$ cat src/rtl/systolic_pkg.sv
`default_nettype none
// ============================================================================
// Module      : systolic_pkg
// Description : Shared types and sizing for the systolic array edge feeder:
//               sequencer states, feed-length helpers, operand matrix type.
// Revision    : 1.0 - initial release
// ============================================================================
package systolic_pkg;

  localparam int N_DEFAULT  = 4;
  localparam int DW_DEFAULT = 8;

  // Sequencer states; explicit 2-bit encoding
  typedef enum logic [1:0] {
    IDLE  = 2'd0,
    CLEAR = 2'd1,
    FEED  = 2'd2,
    DONE  = 2'd3
  } state_e;

  // Number of FEED cycles for an n x n array: the last operand pair
  // reaches cell (n-1,n-1) at cnt = 3n-3.
  function automatic int feed_len(input int n);
    return 3 * n - 2;
  endfunction

  // Width of a counter spanning 0 .. feed_len(n)-1
  function automatic int cnt_width(input int n);
    return (feed_len(n) > 1) ? $clog2(feed_len(n)) : 1;
  endfunction

  localparam int FEED_LEN = feed_len(N_DEFAULT);
  localparam int CNT_W    = cnt_width(N_DEFAULT);

  // Operand matrix, indexed [row][col]
  typedef logic [N_DEFAULT-1:0][N_DEFAULT-1:0][DW_DEFAULT-1:0] operand_mat_t;

endpackage
`default_nettype wire

$ cat src/rtl/systolic_skew_feeder_if.sv
`default_nettype none
// ============================================================================
// Module      : systolic_skew_feeder_if
// Description : Operand write port, control handshake and array edge bus of
//               the systolic skew feeder.
// Revision    : 1.0 - initial release
// ============================================================================
interface systolic_skew_feeder_if #(
  parameter int N  = systolic_pkg::N_DEFAULT,
  parameter int DW = systolic_pkg::DW_DEFAULT
);

  localparam int c_idx_w = $clog2(N);

  // Operand buffer write port
  logic               wr_en;
  logic               wr_sel;
  logic [c_idx_w-1:0] wr_row;
  logic [c_idx_w-1:0] wr_col;
  logic [DW-1:0]      wr_data;
  logic               wr_ready;

  // Control / status
  logic               start;
  logic               busy;
  logic               done;
  logic               array_clr;

  // Array edges: a_edge[i] -> cell (i,0), b_edge[j] -> cell (0,j)
  logic [N-1:0][DW-1:0] a_edge;
  logic [N-1:0][DW-1:0] b_edge;

  // Host / controller side
  modport master (
    output wr_en, wr_sel, wr_row, wr_col, wr_data, start,
    input  wr_ready, busy, done, array_clr, a_edge, b_edge
  );

  // Feeder side
  modport slave (
    input  wr_en, wr_sel, wr_row, wr_col, wr_data, start,
    output wr_ready, busy, done, array_clr, a_edge, b_edge
  );

endinterface
`default_nettype wire

$ cat src/rtl/skew_lane.sv
`default_nettype none
// ============================================================================
// Module      : skew_lane
// Description : One skewed edge lane. Lane LANE drives operand k on feed
//               cycle cnt = k + LANE and zero otherwise, which delays each
//               row/column by its index so operands meet on the diagonal.
// Revision    : 1.0 - initial release
// ============================================================================
module skew_lane #(
  parameter int N     = 4,
  parameter int DW    = 8,
  parameter int CNT_W = 4,
  parameter int LANE  = 0
) (
  input  logic [CNT_W-1:0]   cnt,
  input  logic               feed_en,
  input  logic [N-1:0][DW-1:0] elems,
  output logic [DW-1:0]      lane_out
);

  // Select elems[cnt-LANE] while feeding and in range, else drive zero
  always_comb begin
    lane_out = '0;
    if (feed_en) begin
      for (int k = 0; k < N; k++) begin
        if (cnt == CNT_W'(LANE + k)) begin
          lane_out = elems[k];
        end
      end
    end
  end

endmodule
`default_nettype wire

$ cat src/rtl/systolic_skew_feeder.sv
`default_nettype none
// ============================================================================
// Module      : systolic_skew_feeder
// Description : Edge driver for an N x N systolic MAC array. Buffers A and B,
//               clears the array for one cycle, then streams diagonally
//               skewed rows of A and columns of B into the array edges and
//               flags done once the last product has accumulated.
// Revision    : 1.0 - initial release
// ============================================================================
module systolic_skew_feeder
  import systolic_pkg::*;
#(
  parameter int N  = N_DEFAULT,
  parameter int DW = DW_DEFAULT
) (
  input  logic                  clk,
  input  logic                  rst,
  systolic_skew_feeder_if.slave bus
);

  localparam int                 c_cnt_w    = cnt_width(N);
  localparam logic [c_cnt_w-1:0] c_cnt_last = c_cnt_w'(feed_len(N) - 1);

  state_e                      r_state;
  logic [c_cnt_w-1:0]          r_cnt;
  logic                        r_busy;
  logic                        r_done;
  logic                        r_clr;
  logic                        r_wr_ready;
  logic [N-1:0][N-1:0][DW-1:0] r_mat_a;
  logic [N-1:0][N-1:0][DW-1:0] r_mat_b;

  logic                        w_wr_fire;
  logic                        w_feed;
  logic [N-1:0][DW-1:0]        w_a_edge;
  logic [N-1:0][DW-1:0]        w_b_edge;

  // Writes are only taken while the feeder is not reading the buffers
  assign w_wr_fire = bus.wr_en & r_wr_ready;
  assign w_feed    = (r_state == FEED);

  // Operand buffers: cleared on reset, loaded by accepted writes
  always_ff @(posedge clk or posedge rst) begin
    if (rst) begin
      r_mat_a <= '0;
      r_mat_b <= '0;
    end else if (w_wr_fire) begin
      if (bus.wr_sel) begin
        r_mat_b[bus.wr_row][bus.wr_col] <= bus.wr_data;
      end else begin
        r_mat_a[bus.wr_row][bus.wr_col] <= bus.wr_data;
      end
    end
  end

  // Sequencer: IDLE -> CLEAR -> FEED (3N-2 cycles) -> DONE, status registered
  always_ff @(posedge clk or posedge rst) begin
    if (rst) begin
      r_state    <= IDLE;
      r_cnt      <= '0;
      r_busy     <= 1'b0;
      r_done     <= 1'b0;
      r_clr      <= 1'b0;
      r_wr_ready <= 1'b1;
    end else begin
      case (r_state)
        IDLE, DONE: begin
          if (bus.start) begin
            r_state    <= CLEAR;
            r_cnt      <= '0;
            r_busy     <= 1'b1;
            r_done     <= 1'b0;
            r_clr      <= 1'b1;
            r_wr_ready <= 1'b0;
          end
        end
        CLEAR: begin
          r_state <= FEED;
          r_cnt   <= '0;
          r_clr   <= 1'b0;
        end
        FEED: begin
          if (r_cnt == c_cnt_last) begin
            r_state    <= DONE;
            r_cnt      <= '0;
            r_busy     <= 1'b0;
            r_done     <= 1'b1;
            r_wr_ready <= 1'b1;
          end else begin
            r_cnt <= r_cnt + 1'b1;
          end
        end
        default: begin
          r_state    <= IDLE;
          r_cnt      <= '0;
          r_busy     <= 1'b0;
          r_done     <= 1'b0;
          r_clr      <= 1'b0;
          r_wr_ready <= 1'b1;
        end
      endcase
    end
  end

  // One lane per A row and per B column; lane l is delayed by l cycles
  for (genvar l = 0; l < N; l++) begin : g_lane
    logic [N-1:0][DW-1:0] w_col_b;

    for (genvar k = 0; k < N; k++) begin : g_col
      assign w_col_b[k] = r_mat_b[k][l];
    end

    skew_lane #(
      .N     (N),
      .DW    (DW),
      .CNT_W (c_cnt_w),
      .LANE  (l)
    ) u_lane_a (
      .cnt      (r_cnt),
      .feed_en  (w_feed),
      .elems    (r_mat_a[l]),
      .lane_out (w_a_edge[l])
    );

    skew_lane #(
      .N     (N),
      .DW    (DW),
      .CNT_W (c_cnt_w),
      .LANE  (l)
    ) u_lane_b (
      .cnt      (r_cnt),
      .feed_en  (w_feed),
      .elems    (w_col_b),
      .lane_out (w_b_edge[l])
    );
  end

  assign bus.a_edge    = w_a_edge;
  assign bus.b_edge    = w_b_edge;
  assign bus.busy      = r_busy;
  assign bus.done      = r_done;
  assign bus.array_clr = r_clr;
  assign bus.wr_ready  = r_wr_ready;

endmodule
`default_nettype wire

$ cat src/flat_wrapper.sv
// flat-port wrapper written by rule: the top's interface ports become plain ports
module systolic_skew_feeder_flat import systolic_pkg::*;
#(
  parameter int N  = N_DEFAULT,
  parameter int DW = DW_DEFAULT
)
  (clk, rst, bus_wr_en, bus_wr_sel, bus_wr_row, bus_wr_col, bus_wr_data, bus_start, bus_wr_ready, bus_busy, bus_done, bus_array_clr, bus_a_edge, bus_b_edge);
  systolic_skew_feeder_if #(.N(N), .DW(DW)) bus_i ();
  input  logic clk;
  input  logic rst;
  input wire logic [$bits(bus_i.wr_en)-1:0] bus_wr_en;
  input wire logic [$bits(bus_i.wr_sel)-1:0] bus_wr_sel;
  input wire logic [$bits(bus_i.wr_row)-1:0] bus_wr_row;
  input wire logic [$bits(bus_i.wr_col)-1:0] bus_wr_col;
  input wire logic [$bits(bus_i.wr_data)-1:0] bus_wr_data;
  input wire logic [$bits(bus_i.start)-1:0] bus_start;
  output wire logic [$bits(bus_i.wr_ready)-1:0] bus_wr_ready;
  output wire logic [$bits(bus_i.busy)-1:0] bus_busy;
  output wire logic [$bits(bus_i.done)-1:0] bus_done;
  output wire logic [$bits(bus_i.array_clr)-1:0] bus_array_clr;
  output wire logic [$bits(bus_i.a_edge)-1:0] bus_a_edge;
  output wire logic [$bits(bus_i.b_edge)-1:0] bus_b_edge;
  assign bus_i.wr_en = bus_wr_en;
  assign bus_i.wr_sel = bus_wr_sel;
  assign bus_i.wr_row = bus_wr_row;
  assign bus_i.wr_col = bus_wr_col;
  assign bus_i.wr_data = bus_wr_data;
  assign bus_i.start = bus_start;
  assign bus_wr_ready = bus_i.wr_ready;
  assign bus_busy = bus_i.busy;
  assign bus_done = bus_i.done;
  assign bus_array_clr = bus_i.array_clr;
  assign bus_a_edge = bus_i.a_edge;
  assign bus_b_edge = bus_i.b_edge;
  systolic_skew_feeder #(.N(N), .DW(DW)) u_core (.clk(clk), .rst(rst), .bus(bus_i));
endmodule
$ cat config.mk
export PLATFORM = sky130hd
export DESIGN_NAME = systolic_skew_feeder_flat
export DESIGN_NICKNAME = d
export VERILOG_FILES = /design/src/rtl/systolic_pkg.sv /design/src/rtl/systolic_skew_feeder_if.sv /design/src/rtl/skew_lane.sv /design/src/rtl/systolic_skew_feeder.sv /design/src/flat_wrapper.sv
export SDC_FILE = /design/constraint.sdc
export NUM_CORES = 1
export LEC_CHECK = 0
export BUFFER_PORTS_ARGS = -buffer_cell sky130_fd_sc_hd__buf_2
export CORE_MARGIN = 5
export CORE_UTILIZATION = 31
export DETAILED_ROUTE_END_ITERATION = 16
export PLACE_DENSITY = 0.52
export SLEW_MARGIN = 10
export SYNTH_ARGS = -nofsm -noshare
export SYNTH_HDL_FRONTEND = slang
export SYNTH_HIERARCHICAL = 1
export SYNTH_SLANG_ARGS = --single-unit
$ cat constraint.sdc
create_clock -name clk -period 23.4 [get_ports clk]
set_input_delay 5.85 -clock clk [delete_from_list [all_inputs] [get_ports clk]]
set_output_delay 5.85 -clock clk [all_outputs]
set_load 0.1 [all_outputs]
==> results of run 1 <==
## worst reg2reg max path: stages, from the launching register on
cell and delay (ns):
dfrtp_4 0.91, buf_4 0.76, ha_1 0.33, nand2_1 0.07, or4b_2 0.69, and2_1 0.18
## Yosys cell counts (all sizes together)
cell type / n
o31ai: 1
a31oi: 32
mux2: 256
o22ai: 32
dfstp: 1
mux2i: 49
nand4bb: 2
inv: 6
and2: 3
nand3b: 18
nand3: 28
nand2: 37
dfrtp: 265
a21boi: 1
clkbuf: 38
and3: 1
and4bb: 2
buf: 34
nand4b: 4
nor4b: 2
nor2b: 10
nor4bb: 2
ha: 5
nand4: 4
o211a: 16
or2: 3
nand2b: 1
or3b: 4
and2b: 2
nor3: 4
or4b: 6
o211ai: 1
a21oi: 3
and3b: 33
o21ai: 69
or4bb: 2
nor2: 26
o21bai: 2
## metal layers
metal | track usage | wire length, um
met5 | 0 | 13
met3 | 0.0205 | 1200
met1 | 0.196 | 15400
met2 | 0.240 | 16400
met4 | 0.0339 | 488
## worst max path at each step
| stage | from | end | slack (ns) | cells after the start |
|---|---|---|---|---|
| after global placement | u_core/r_cnt[0] | bus_a_edge[10] | 14.06 | 5 |
| after CTS | u_core/r_cnt[0] | bus_a_edge[10] | 13.36 | 5 |
| after floorplan | rst | u_core/bus.array_clr | 10.23 | 1 |
| after detailed placement | u_core/r_cnt[0] | bus_a_edge[10] | 14.00 | 5 |
| final | u_core/r_cnt[0] | bus_b_edge[10] | 13.57 | 5 |
| after global routing | u_core/r_cnt[0] | bus_b_edge[10] | 13.24 | 5 |
## sequential cells by signal, indices dropped and copies added, names as in the netlist
signal,count
u_core/bus.wr_ready,1
u_core/r_cnt,4
u_core/r_mat_a,128
u_core/g_lane.w_col_b,128
u_core/bus.busy,1
u_core/bus.done,1
u_core/bus.array_clr,1
u_core/r_state,2
## layout by cell type (no fill, tap or decap), types with 10 or more instances in the layout
cell type,n
mux2i_1,49
nor2b_1,10
a31oi_1,30
and3b_2,12
nand2_1,29
clkbuf_1,11
clkbuf_16,31
o211a_1,16
nand3_1,17
o22ai_1,32
mux2_2,253
buf_2,84
and3b_1,21
nand3_2,11
o21ai_0,65
nand3b_1,17
dfrtp_1,263
nor2_1,18
## cell families after synthesis
| logic type | Yosys count | synth area share |
|---|---|---|
| buffers and inverters | 78 | 0.0327 |
| flip-flops | 266 | 0.513 |
| AO/OA/AOI/OAI | 157 | 0.0754 |
| AND/OR/NAND/NOR | 194 | 0.114 |
| adder cells (fa/ha/maj) | 5 | 0.00482 |
| multiplexers | 305 | 0.260 |
## per-stage QoR
stage / total power (uW) / worst slack [ns] / util
3_5_place_dp: 646 / 14.00 / 0.330
5_1_grt: 1150 / 13.24 / 0.353
4_1_cts: 1120 / 13.36 / 0.353
2_1_floorplan: 606 / 10.23 / -
6_report: 1100 / 13.57 / 0.353
3_3_place_gp: 645 / 14.06 / 0.330
## power by group
part	internal (uW)	total, uW	switching, uW
clock network	280	464	184
registers	465	486	20.9
logic	51.2	149	97.9
total	796	1100	303
## final cells by class
cell class              instances  area share
flip-flops and latches        266       0.453
multi-input cells             661       0.401
clock buffers                  47      0.0602
well taps                     539      0.0458
repair buffers                 90      0.0325
clock inverters                 7     0.00595
inverters                       6     0.00204
diodes                          1    0.000170
==> run_results.csv, run 1 <==
group,metric,value,unit
cells_and_area,seq_area,6660,um2
setup_path,cp_top_family,"buffers and inverters",
routing,num_vias,8291,
cells_and_area,final_cells,1617,
cts,postCtsSetupBuffers,0,
die,row_count,75,
die,io_pins,85,
setup_path,slowest_delay,0.93,ns
setup_path,crit_arrival,3.98,ns
cells_and_area,drive_gt1_frac,0.424,
cts,cts.hold.buffers_added,0,
cts,cts_buffers,30,
die,die_w,215,um
cells_and_area,nFillCells,4167,
global_route,grt_remaining_overflow,0,
cts,cts_num_sinks,266,
setup_path,r2r_cells,5,
routing,drt_pre_antenna_iters,4,
global_route,grt_max_degree,154,
cts,clockRootBuffer,"clkbuf_16",
setup_path,crit_buf_inv,2,
timing,tns,0,ns
run,max_cap_viol_count,0,
routing,routed_wl,33600,um
timing,slew_headroom,0.274,
setup_path,worstPathCellList,"buf_4, nor4bb_1, nand2_1, a31oi_2, buf_2",
status,status,"finished clean",
timing,setup_viol,0,
synth,synth_area_leaders,"dfrtp_1 (51%), mux2_2 (22%), mux2i_1 (3.8%)",
synth,yosysSeqAreaShare,0.513,
hold_path,min_path_cells,1,
timing,finalCritPeriodShare,0.420,
cts,cts_tree,"yes",
setup_path,start_kind,"flip-flop",
setup_path,cp_slowest_cell,"nor4bb_1",
cells_and_area,num-nets-final,1077,
synth,syn_area_per_cell,12.9,um2
setup_path,regToRegEndpoint,"u_core/bus.busy",
setup_path,worstSetupEndpointType,"output pin",
die,core-area,41700,um2
die,die_y,215,um
placement,place.gp.congestion,0.749,
setup_path,worstPathRequired,17.55,ns
cts,htree_num_levels,1,
setup_path,r2r_start,"u_core/r_cnt[0]",
timing,worst_pin_slew,1.07,ns
timing,rsz0062_at_grt,"false",
cts,cts_max_path_buffers,3,
synth,syn_area,13000,um2
cells_and_area,fin_area,14700,um2
power,p_per_area,74.6,nW/um2
hold_path,whs_endpoint,"u_core/g_lane[3].w_col_b[17]",
power,peakVddDrop,0.0490,mV
cts,clk_pin_slew,0.06,ns
cells_and_area,syn_to_final_growth,13.5,%
global_route,grt_pass1_wl,52400,um
placement,hpwl,21100,um
global_route,grtUsageTotal,0.143,
routing,drt_iter0_drc,387,
hold_path,hold_start,"u_core/g_lane[3].w_col_b[17]",
hold_path,hp-class,"flip-flop to flip-flop",
synth,synth.ff_latch_count,266,
timing,min_period,9.83,ns
global_route,antenna_found_initial,2,
cts,cts-resized-gates,0,
timing,hold_slack,0.495,ns
synth,yosysTopAreaCell,"dfrtp_1",
timing,fmax,102,MHz
placement,placed_area,13700,um2
power,power.leakage,0.00710,uW
timing,skew,0.0102,ns
die,start_util,0.311,
cells_and_area,multi_input_area,5900,um2
routing,vias_per_cell,5.13,
placement,numPortBuffers,84,
routing,drc,0,
global_route,grt_pass1_vias,8640,
synth,syn-num-nets,1027,
synth,synth.distinct_cells,58,
timing,drv_slew,0,
synth,yosys_warnings,6,
synth,syn-instance-count,1005,
die,die-area,46000,um2
routing,wl_per_cell,20.8,um
routing,ant_nets,0,
timing,finalHoldViolCount,0,
synth,yosysTopAreaCellShare,0.511,
placement,placed_cells,1562,
cts,clk_latency,0.55,ns
setup_path,rrSetupSlack,20.35,ns
setup_path,criticalPathCategory,"flip-flop to output pin",
setup_path,cp_max_fo,64,
No activity file was read; power rests on OpenSTA's default activity.
==> run 2, diff against run 1 <==
==> constraint.sdc (replaced) <==
create_clock -name clk -period 9.3 [get_ports clk]
set_input_delay 2.325 -clock clk [delete_from_list [all_inputs] [get_ports clk]]
set_output_delay 2.325 -clock clk [all_outputs]
set_load 0.1 [all_outputs]
==> run 2 against run 1 <==
Non-clock buffer count increased by 3. Flip-flop and latch count unchanged. Setup slack got worse by 10 ns. Core utilization increased by 0.18 points. Clock skew decreased by 0.0030 ns. Largest cell class unchanged.
==> run_results.csv, run 2 (synthesis gave the netlist of run 1 again) <==
group,metric,value,unit
timing,min_period,6.01,ns
setup_path,cp.depth,5,
routing,ant_nets,0,
cts,cts_max_path_buffers,3,
cells_and_area,final_util,0.355,
setup_path,slowest_delay,0.99,ns
routing,drc,0,
routing,wl_per_cell,20.9,um
setup_path,cp_max_fo,72,
global_route,antenna_found_initial,3,
timing,drv_slew,0,
cells_and_area,antenna_cells,0,
placement,place.gp.congestion,0.784,
die,row_count,75,
cts,cts_num_sinks,266,
placement,hpwl,21200,um
setup_path,crit_buf_inv,2,
setup_path,cp_top_family,"buffers and inverters",
cells_and_area,drive_gt1_frac,0.431,
global_route,grt_pass1_vias,8666,
placement,numPortBuffers,84,
cts,cts_tree,"yes",
die,die_w,215,um
cts,cts.hold.buffers_added,0,
run,max_cap_viol_count,0,
die,die-area,46000,um2
routing,num_vias,8321,
cells_and_area,syn_to_final_growth,14.1,%
global_route,grtUsageTotal,0.144,
timing,rsz0062_at_grt,"false",
setup_path,rrSetupSlack,6.17,ns
global_route,grt_remaining_overflow,0,
die,die_y,215,um
setup_path,crit_arrival,3.69,ns
status,status,"finished clean",
hold_path,hp-class,"flip-flop to flip-flop",
die,start_util,0.311,
setup_path,start_kind,"flip-flop",
routing,routed_wl,33800,um
cells_and_area,num-nets-final,1081,
cells_and_area,mostFrequentLayoutCell,"dfrtp_1",
hold_path,min_path_cells,1,
global_route,grt_pass1_wl,53300,um
cts,cts-resized-gates,0,
timing,tns,0,ns
cells_and_area,multi_input_area,5900,um2
setup_path,worstSetupEndpointType,"output pin",
timing,slew_headroom,0.357,
setup_path,cp_slowest_cell,"dfrtp_4",
cells_and_area,nFillCells,4177,
cts,htree_num_levels,1,
die,io_pins,85,
cts,clk_pin_slew,0.06,ns
timing,fmax,166,MHz
timing,finalCritPeriodShare,0.646,
setup_path,worstPathCellList,"buf_4, nor2b_1, nand3_1, a31oi_1, buf_2",
routing,vias_per_cell,5.14,
setup_path,r2r_cells,5,
cts,postCtsSetupBuffers,0,
power,power.leakage,0.00714,uW
power,peakVddDrop,0.136,mV
power,p_per_area,191,nW/um2
routing,drt_pre_antenna_iters,4,
timing,setup_viol,0,
cts,clk_latency,0.56,ns
cells_and_area,layout_common_cells,"dfrtp_1 (263), mux2_2 (253), buf_2 (84)",
cts,cts_buffers,31,
setup_path,criticalPathCategory,"flip-flop to output pin",
setup_path,worstPathRequired,6.98,ns
cells_and_area,seq_area,6660,um2
routing,drt_iter0_drc,539,
die,core-area,41700,um2
timing,skew,0.00728,ns
global_route,grt_max_degree,137,
timing,worst_pin_slew,0.965,ns
cts,clockRootBuffer,"clkbuf_16",
timing,finalHoldViolCount,0,
==> run 2: cell types whose count changed in the layout (fill, tap and decap cells not counted), sizes merged <==
cell      previous run  this run
buf                 90        93
clkbuf              47        44
clkinvlp             1         3
bufinv               2         3
diode                1         0
inv                  6         5
==> run 2: power breakdown <==
| group | switching [uW] | total (uW) | internal (uW) |
|---|---|---|---|
| Sequential | 64.1 | 1230 | 1170 |
| Clock | 474 | 1230 | 758 |
| Combinational | 236 | 365 | 129 |
==> run 2: cell type report <==
class	count	area share
Clock inverter	9	0.00845
Timing Repair Buffer	93	0.0338
Inverter	6	0.00178
Multi-Input combinational cell	661	0.398
Sequential cell	266	0.450
Tap cell	539	0.0456
Clock buffer	44	0.0618
==> run 2: metal layers <==
metal | share of wire | wire length [um] | vias up | track usage
met5 | 0 | 0 | - | 0
met2 | 0.49 | 16600 | 122 | 0.246
li1 | - | - | 3801 | -
met4 | 0.018 | 619 | 0 | 0.0290
met3 | 0.031 | 1050 | 44 | 0.0217
met1 | 0.46 | 15500 | 4354 | 0.196
==> run 2: final timing paths <==
check	startpoint	to
worst min-delay path	u_core/g_lane[3].w_col_b[17]	u_core/g_lane[3].w_col_b[17]
worst max register to register	u_core/r_cnt[0]	u_core/bus.busy
min in group asynchronous	rst	u_core/r_mat_a[114]
max in group asynchronous	rst	u_core/g_lane[3].w_col_b[24]
worst min register to register	u_core/g_lane[3].w_col_b[17]	u_core/g_lane[3].w_col_b[17]
worst max-delay path	u_core/r_cnt[0]	bus_a_edge[27]
==> run 2: stage by stage <==
step,hold WS (ns),std cells,power [uW],setup WS [ns],instance area [um2]
finish,0.491,1618,2830,3.29,14800
global route,0.502,1618,2960,3.07,14800
CTS,0.493,1618,2870,3.30,14800
detailed placement,0.480,1565,1620,3.93,13800
global placement,0.471,1565,1620,3.93,13800
floorplan,0.459,1005,1530,3.46,13000
==> run 2: worst register-to-register path: stages, from the launching register on <==
cell and delay, ns:
dfrtp_4 0.99, buf_4 0.73, ha_1 0.33, nand2_1 0.07, or4b_2 0.73, and2_1 0.18
